<file path="config.mk">
export PLATFORM = sky130hd
export DESIGN_NAME = mem_port_arbiter
export DESIGN_NICKNAME = d
export VERILOG_FILES = /design/src/rtl/mem_port_arbiter.sv
export SDC_FILE = /design/constraint.sdc
export NUM_CORES = 1
export LEC_CHECK = 0
export ABC_AREA = 1
export CORE_AREA = 2 2 95 97
export DETAILED_ROUTE_END_ITERATION = 12
export DIE_AREA = 0 0 97 99
export DONT_BUFFER_PORTS = 1
export PLACE_DENSITY_LB_ADDON = 0.15
export SLEW_MARGIN = 0
export SYNTH_ARGS = -nofsm -noshare
export SYNTH_HDL_FRONTEND = slang
export SYNTH_SLANG_ARGS = --single-unit
</file>
<file path="constraint.sdc">
create_clock -name clk -period 2.94 [get_ports clk]
set_input_delay 0.588 -clock clk [delete_from_list [all_inputs] [get_ports clk]]
set_output_delay 0.588 -clock clk [all_outputs]
set_load 0.01 [all_outputs]
</file>
<file path="src/rtl/mem_port_arbiter.sv">
// Shares one single-port synchronous RAM between the fetch (I) and load/store (D) ports, D>I priority.
// Define ARB_STARVE_GUARD_EN to compile in the fetch starvation guard (MAX_WAIT denied cycles).
module mem_port_arbiter #(
  parameter int ADDR_W   = 10,
  parameter int MAX_WAIT = 4
) (
  input  logic              clk,
  input  logic              reset,
  input  logic              i_req,
  input  logic [31:0]       i_addr,
  output logic              i_ack,
  output logic [31:0]       i_rdata,
  input  logic              d_req,
  input  logic              d_we,
  input  logic [31:0]       d_addr,
  input  logic [31:0]       d_wdata,
  output logic              d_ack,
  output logic [31:0]       d_rdata,
  output logic              mem_en,
  output logic              mem_we,
  output logic [ADDR_W-1:0] mem_addr,
  output logic [31:0]       mem_wdata,
  input  logic [31:0]       mem_rdata
);

  typedef enum logic {IDLE, RESP} state_t;
  typedef enum logic [1:0] {OWN_NONE, OWN_I, OWN_D} owner_t;

  state_t state_reg;
  owner_t owner_reg;
  logic   i_ack_reg;
  logic   d_ack_reg;

  logic   i_cand;
  logic   d_cand;
  logic   pick_i;
  logic   pick_d;

  // Byte-offset bits and address bits above the RAM are deliberately ignored.
  logic unused_addr_bits;
  assign unused_addr_bits = ^{i_addr[31:ADDR_W+2], i_addr[1:0],
                              d_addr[31:ADDR_W+2], d_addr[1:0]};

`ifdef ARB_STARVE_GUARD_EN
  localparam int CNT_W = $clog2(MAX_WAIT + 1);
  logic [CNT_W-1:0] wait_reg;
  logic             starve_hit;
  assign starve_hit = (wait_reg == CNT_W'(MAX_WAIT));
`else
  localparam int unused_max_wait = MAX_WAIT;
`endif

  // The port being acked this cycle is retiring its address, so it cannot re-issue yet.
  always_comb begin
    i_cand = i_req && !(state_reg == RESP && owner_reg == OWN_I);
    d_cand = d_req && !(state_reg == RESP && owner_reg == OWN_D);
`ifdef ARB_STARVE_GUARD_EN
    pick_i = i_cand && (!d_cand || starve_hit);
`else
    pick_i = i_cand && !d_cand;
`endif
    pick_d = d_cand && !pick_i;
  end

  // RAM strobes follow the winner combinationally; held at zero while in reset.
  always_comb begin
    mem_en    = 1'b0;
    mem_we    = 1'b0;
    mem_addr  = '0;
    mem_wdata = '0;
    if (reset) begin
      if (pick_d) begin
        mem_en    = 1'b1;
        mem_we    = d_we;
        mem_addr  = d_addr[ADDR_W+1:2];
        mem_wdata = d_wdata;
      end else if (pick_i) begin
        mem_en    = 1'b1;
        mem_addr  = i_addr[ADDR_W+1:2];
      end
    end
  end

  always_ff @(posedge clk or negedge reset) begin
    if (!reset) begin
      state_reg <= IDLE;
      owner_reg <= OWN_NONE;
      i_ack_reg <= 1'b0;
      d_ack_reg <= 1'b0;
    end else begin
      i_ack_reg <= pick_i;
      d_ack_reg <= pick_d;
      if (pick_i || pick_d) begin
        state_reg <= RESP;
        owner_reg <= pick_d ? OWN_D : OWN_I;
      end else begin
        state_reg <= IDLE;
        owner_reg <= OWN_NONE;
      end
    end
  end

`ifdef ARB_STARVE_GUARD_EN
  always_ff @(posedge clk or negedge reset) begin
    if (!reset) begin
      wait_reg <= '0;
    end else if (pick_i) begin
      wait_reg <= '0;
    end else if (i_req && !starve_hit) begin
      wait_reg <= wait_reg + 1'b1;
    end
  end
`endif

  assign i_ack   = i_ack_reg;
  assign d_ack   = d_ack_reg;
  assign i_rdata = i_ack_reg ? mem_rdata : 32'h0;
  assign d_rdata = d_ack_reg ? mem_rdata : 32'h0;

endmodule
</file>
# --- Yosys cells after proc, flatten, opt, wreduce, memory -nomap -nowiden ---
# Index checks and enable logic that the tools add are counted.
classes:
  eq_ne: 2
  mux: 15
  n_reduce_logical: 11
ops:
  columns: ["cell", "count"]
  rows:
  - ["$mux W32", 4]
  - ["$mux W10", 3]
  - ["$logic_and A1 B1 Y1", 6]
  - ["$mux W1", 6]
  - ["$logic_not A1 Y1", 4]
  - ["$mux W2", 2]
  - ["$eq A2 B1 Y1 const B", 1]
  - ["$eq A2 B2 Y1 const B", 1]
  - ["$logic_or A1 B1 Y1", 1]
totals:
  reg_bits: 5
  in_bits: 133
  word_cells: 32

# --- Depth between registers and ports, before layout ---
# Gate-level depths: netlist (run 1).
depth:
  depth_word: 10
  depth_mapped: 7

# --- Least setup slack after synthesis (run 1) ---
# No wires, ideal clock.
synth_path:
  path_kind: "reg-to-output"
  from: "register owner_reg[1]"
  to: "output port mem_wdata[0]"
  arrival_ns: 1.092
  required_time_ns: 2.352
  setup_slack_ns: 1.260
  stages_incl_launch_ff: 8
  n_path_buf: 2
  cell_sequence: "dfrtp_1 > buf_6 > nand3_2 > nand2_2 > inv_4 > nand2_4 > buf_6 > nor2_2"
synth_via:
  elab_chain_cells: 10
synth_rtl:
  columns: ["item", "line_no", "rtl"]
  rows:
  - ["start: declaration", "30", "owner_t owner_reg;"]
  - ["start signal: assignment", "95", "owner_reg <= pick_d ? OWN_D : OWN_I;"]
  - ["$eq A2 B2 Y1", "56", "d_cand = d_req && !(state_reg == RESP && owner_reg == OWN_D);"]
  - ["$logic_and A1 B1 Y1", "56", null]
  - ["$logic_not A1 Y1", "56", null]
  - ["$logic_and A1 B1 Y1", "56", null]
  - ["$logic_not A1 Y1", "60", "pick_i = i_cand && !d_cand;"]
  - ["$logic_and A1 B1 Y1", "60", null]
  - ["$logic_not A1 Y1", "62", "pick_d = d_cand && !pick_i;"]
  - ["$logic_and A1 B1 Y1 (*)", "62", null]
  - ["named net pick_d", "37", "logic pick_d;"]
  - ["$mux W32 (*)", "72", "if (pick_d) begin"]
  - ["$mux W32 (*)", "71", "if (reset) begin"]
  - ["end: declaration", "22", "output logic [31:0] mem_wdata,"]
# Mark *: on every way through the listed nets, which the timed path passes. The rest lies on a longest branch.

# --- Final worst setup path (run 1) ---
layout_path:
  from: "register owner_reg[0]"
  to: "output port mem_wdata[27]"
# The elaborated chain is that of the path after synthesis.

==> results of run 1 <==
through the flow:
stage                     area, um2  utilization
final                          1390        0.163
after global routing           1390        0.163
after CTS                      1390        0.163
after detailed placement       1350        0.158
after global placement         1350        0.158
after floorplan                1290            -
logic make-up (layout without fill, tap and decap cells):
logic type,after synthesis,after routing,share of synthesized area
AND/OR/NAND/NOR,145,145,0.521
buffers and inverters,126,116,0.396
flip-flops,4,4,0.0774
AO/OA/AOI/OAI,1,1,0.00580
cell type report:
| class | count | area, um2 |
|---|---|---|
| clock buffer | 3 | 41.3 |
| fill | 990 | 7160 |
| inverter | 111 | 419 |
| multi-input combinational | 146 | 682 |
| sequential | 4 | 100 |
| tap | 108 | 135 |
| timing repair buffer | 2 | 15.0 |
how the worst min path moves through the flow:
| stage | from | to | slack (ns) | cells after the start |
|---|---|---|---|---|
| floorplan | reset | i_ack$_DFF_PN0_ | 0.29 | 0 |
| global placement | reset | state_reg$_DFF_PN0_ | 0.29 | 0 |
| detailed placement | reset | state_reg$_DFF_PN0_ | 0.29 | 0 |
| CTS | reset | owner_reg[1]$_DFF_PN0_ | 0.06 | 0 |
| global route | reset | owner_reg[1]$_DFF_PN0_ | 0.05 | 0 |
| finish | reset | state_reg$_DFF_PN0_ | 0.07 | 0 |
metal layers:
metal	share of wire	track usage	wire, um
met4	0.015	0.0293	57
met2	0.54	0.146	2070
met5	0	0	0
met3	0.082	0.0106	314
met1	0.36	0.0635	1380
power by group through the flow:
stage	registers, mW	logic, mW	clock network [mW]
floorplan	0.0655	0.185	0
global placement	0.0636	0.204	0
detailed placement	0.0634	0.203	0
CTS	0.0628	0.203	0.119
global route	0.0631	0.223	0.129
finish	0.0627	0.198	0.115
placed cells by master (no fill, tap or decap), drive strengths merged:
| cell | count |
|---|---|
| inv | 111 |
| nand2 | 88 |
| nor2 | 35 |
| nand3 | 12 |
| nand4 | 10 |
| dfrtp | 4 |
| clkbuf | 3 |
| buf | 2 |
| a21boi | 1 |
Yosys cell counts:
master	number	area, um2
clkbuf_1	8	30.0
buf_2	2	10.0
dfrtp_1	4	100
inv_1	109	409
nand4_1	10	62.6
a21boi_0	1	7.51
nor2_1	5	18.8
nor2_2	30	188
buf_6	4	45.0
inv_2	1	3.75
inv_4	1	6.26
buf_4	1	7.51
nand2_2	1	6.26
nand2_4	1	11.3
nand3_2	1	10.0
nand3_1	11	55.1
nand2_1	86	323
critical path, stage by stage (launching register included):
cell     delay [ns]
dfrtp_1        0.36
inv_1          0.06
nand3_2        0.21
nand2_2        0.33
inv_4          0.08
nand2_4        0.38
nor2_1         0.15
==> results_dict.tcl, run 1 <==
set metrics [dict create \
    clock_power_share 0.306 \
    die_w_um 97 \
    postRouteAntennaNets 0 \
    p_seq_frac 0.167 \
    clk_latency_ns 0.22 \
    power.switching_mw 0.183 \
    clock_skew_ns 0.00108 \
    ir_worst_vdd_mv 0.0772 \
    p_leak_nw 1.20 \
    power_density_nw_per_um2 270 \
    largest_reg_flops 2 \
    clk_path_buf_depth 2 \
    ff2ff_path_depth 5 \
    finalWorstSetupSlack_ns 0.540 \
    swShare 0.488 \
    ys_types 17 \
    r2r-end "i_ack$_DFF_PN0_" \
    grt_usage 0.0688 \
    worst-endpoint-arrival_ns 1.81 \
    slew_viol_final 0 \
    rsz0062_at_grt "false" \
    power_frac_comb 0.527 \
    setup_viol 0 \
    total_power_mw 0.375 \
    synth-seq-cells 4 \
    drt_wl_total_um 3820 \
    cp-start-kind "flop" \
    maxSlewHeadroom 0.662 \
    drc_errors 0 \
    clk_pin_slew_ns 0.03 \
    required_ns 2.35 \
    firstDrtPassIters 4 \
    drt-initial-drc-count 49 \
    die_area_um2 9600 \
    cp_max_fo 33 \
    final_hold_viol_count 0 \
    gp_congestion 0.732 \
    synthCells 276 \
    post-place-ws_ns 0.746 \
    syn-cell-area_um2 1290 \
    worst_pin_slew_ns 0.507 \
    fin_cells 374 \
    core_um2 8550 \
    worst-setup-path-type "reg -> out" \
    start_util 0.151 \
    cts_tree "built" \
    ys_warn_count 0 \
    nets 401 \
    finalCritPeriodShare 0.816 \
    cts_root_buf "clkbuf_8" \
    vias 1448 \
    p_int_mw 0.192 \
    area_delta_synth_final_pct 7.64 \
    overflow 0 \
    numCtsBuffers 3 \
    antenna_found_initial 0 \
    timing.critical_path.to "mem_wdata[27]" \
    cts_resized 0 \
    hold_ws_ns 0.0687 \
    cap_viol_max_count 0 \
    grt_pass1_vias 1162 \
    via_per_inst 3.87 \
    dp.final_hpwl_um 3100 \
    grt_start_max_net_pins 35 \
    dp_cells 371 \
    die_h_um 99 \
    fin_crit_ns 2.40 \
    boundaryPins 243 \
    synth_nets 409 \
    h-tree-depth 1 \
    avgSynthCellArea_um2 4.69 \
    fmax_mhz 417 \
    yosysSeqAreaShare 0.0774 \
    crit_path_start "owner_reg[0]$_DFF_PN0_" \
    grt_pass1_wl_um 5410 \
    detail_route.wl_per_cell_um 10.2 \
    r2r-start "owner_reg[0]$_DFF_PN0_" \
    numPortBuffers 0 \
    postCtsSetupRepairBufs 0 \
    drive_gt1_frac 0.150 \
    antenna_cells 0 \
    hp-class "in -> async" \
    fin_setup_tns_ns 0 \
    end_kind "output pin" \
    rrSetupSlack_ns 1.73 \
    cts.sinks 4 \
    rows 34 \
    hold_buffers 0 \
    status "complete, no violations" \
]
Note: power is estimated with default switching activity, not from simulation.
==> run 2, diff against run 1 <==
--- a/config.mk
+++ b/config.mk
@@ -6,9 +6,9 @@
 export NUM_CORES = 1
 export LEC_CHECK = 0
 export ABC_AREA = 1
-export CORE_AREA = 2 2 95 97
+export CORE_AREA = 2 2 94 96
 export DETAILED_ROUTE_END_ITERATION = 12
-export DIE_AREA = 0 0 97 99
+export DIE_AREA = 0 0 96 98
 export DONT_BUFFER_PORTS = 1
 export PLACE_DENSITY_LB_ADDON = 0.15
 export SLEW_MARGIN = 0
==> constraint.sdc (replaced) <==
create_clock -name clk -period 2 [get_ports clk]
set_input_delay 0.4 -clock clk [delete_from_list [all_inputs] [get_ports clk]]
set_output_delay 0.4 -clock clk [all_outputs]
set_load 0.01 [all_outputs]
==> run 2 against run 1 <==
- worst setup slack worse by 0.31 ns
- clock skew is 0.0010 ns lower
- worst hold slack better by 0.35 ns
- utilization is 0.68 points higher
- sequential cell count stayed put
- critical endpoint unchanged
- first-iteration DRC count is 65% lower
- register-to-register slack worse by 0.74 ns
- via count is 0.14% higher
- sequential share of layout area is 0.22 points lower
- wire length is 3.5% higher
- largest cell class unchanged
- count of clock-buffer cells in the layout stayed put
- total power is 50% higher
==> results_dict.tcl, run 2 (synthesis results as in run 1) <==
set metrics [dict create \
    rrSetupSlack_ns 0.99 \
    power_density_nw_per_um2 392 \
    worstHoldStart "d_req" \
    maxSlewHeadroom 0.714 \
    hold_ws_ns 0.422 \
    detail_route.wl_per_cell_um 10.5 \
    vias 1450 \
    gp_congestion 0.768 \
    fmax_mhz 564 \
    holdPathStages 2 \
    clk_pin_slew_ns 0.03 \
    grt_pass1_wl_um 5420 \
    status "complete, no violations" \
    core_um2 8470 \
    antenna_cells 0 \
    hp-class "in -> reg" \
    drt_wl_total_um 3950 \
    swShare 0.482 \
    grt_usage 0.0725 \
    drc_errors 0 \
    end_kind "output pin" \
    worst-endpoint-arrival_ns 1.37 \
    p_seq_frac 0.166 \
    p_leak_nw 1.21 \
    rsz0062_at_grt "false" \
    numPortBuffers 0 \
    start_util 0.153 \
    cts_root_buf "clkbuf_8" \
    power.switching_mw 0.272 \
    power_frac_comb 0.539 \
    boundaryPins 243 \
    die_h_um 98 \
    dp.final_hpwl_um 3340 \
    h-tree-depth 1 \
    firstDrtPassIters 4 \
    slew_viol_final 0 \
    via_per_inst 3.84 \
    antenna_found_initial 0 \
    ff2ff_path_depth 4 \
    overflow 0 \
    fin_crit_ns 1.77 \
    numCtsBuffers 3 \
    clk_path_buf_depth 2 \
    clock_skew_ns 0.0000757 \
    drive_gt1_frac 0.163 \
    finish.utilization 0.170 \
    ir_worst_vdd_mv 0.149 \
    final_cell_mix "109 x inv_1, 86 x nand2_1, 31 x nor2_2, 11 x nand3_1, 10 x nand4_1" \
    clk_latency_ns 0.21 \
    final_common_cell "inv_1" \
    finalCritPeriodShare 0.887 \
    required_ns 1.60 \
    die_area_um2 9410 \
    rows 34 \
    area_delta_synth_final_pct 11.0 \
    fin_setup_tns_ns 0 \
    p_int_mw 0.292 \
    final_hold_viol_count 0 \
    worst-setup-path-type "reg -> out" \
    clock_power_share 0.295 \
    cp-start-kind "flop" \
    setup_viol 0 \
    grt_pass1_vias 1273 \
    r2r-end "state_reg$_DFF_PN0_" \
    hold_path_end "owner_reg[1]$_DFF_PN0_" \
    crit_path_start "owner_reg[1]$_DFF_PN0_" \
    die_w_um 96 \
    nets 405 \
    cp_max_fo 33 \
    cts.sinks 4 \
    grt_start_max_net_pins 34 \
    worst_pin_slew_ns 0.425 \
    drt-initial-drc-count 17 \
    cap_viol_max_count 0 \
    r2r-start "owner_reg[1]$_DFF_PN0_" \
    largest_reg_flops 2 \
    postRouteAntennaNets 0 \
    cts_tree "built" \
]
run 2: cell types whose count changed in the layout (fill, tap and decap cells not counted):
cell	before	now
nor2_2	30	31
nand2_8	0	1
nand2_4	1	0
buf_4	2	5
nor2_1	5	4
dlygate4sd3_1	0	1
run 2: worst max-delay path: stages, from the launching register on:
cell     delay [ns]
dfrtp_1        0.41
nand3_2        0.11
nand2_2        0.10
inv_4          0.11
nand2_8        0.18
nor2_1         0.24
run 2: metal layers:
layer / GRT usage / vias up / share of wire
met5: 0 / - / 0
met4: 0.0264 / 0 / 0.0071
met3: 0.0100 / 2 / 0.084
met2: 0.156 / 126 / 0.54
met1: 0.0631 / 598 / 0.37
li1: - / 724 / -
run 2: worst max path at each step:
stage	endpoint	slack (ns)	depth (start not counted)
2_1_floorplan	mem_wdata[0]	0.51	7
3_3_place_gp	mem_wdata[27]	0.33	5
3_5_place_dp	mem_wdata[31]	0.31	5
4_1_cts	mem_wdata[31]	0.08	5
5_1_grt	mem_we	0.12	5
6_report	mem_wdata[27]	0.23	5
run 2: timing repair:
| action | CTS | global route |
|---|---|---|
| hold endpoints to repair | 4 | 0 |
| buffers inserted | 0 | 0 |
| setup endpoints to repair | 0 | 3 |
| hold buffers | 1 | 0 |
| resized for setup | 0 | 2 |
run 2: cell type report:
type | instances | area, um2
multi-input cells | 146 | 693
well taps | 108 | 135
inverters | 111 | 419
repair buffers | 6 | 47.5
clock buffers | 3 | 41.3
flip-flops and latches | 4 | 100
fillers | 1008 | 7030
run 2: power groups by stage:
stage / combinational [mW] / clock [mW] / sequential (mW)
final: 0.304 / 0.166 / 0.0933
after global routing: 0.351 / 0.182 / 0.0947
after CTS: 0.310 / 0.172 / 0.0934
after detailed placement: 0.307 / 0 / 0.0943
after global placement: 0.308 / 0 / 0.0942
after floorplan: 0.272 / 0 / 0.0963
run 2: per-stage QoR:
stage / setup slack (ns) / instances / power [mW] / cell area (um2)
2_1_floorplan: 0.508 / 276 / 0.369 / 1290
5_1_grt: 0.118 / 378 / 0.628 / 1440
3_3_place_gp: 0.327 / 374 / 0.403 / 1370
3_5_place_dp: 0.309 / 374 / 0.401 / 1370
4_1_cts: 0.0813 / 378 / 0.575 / 1430
6_report: 0.227 / 378 / 0.564 / 1440
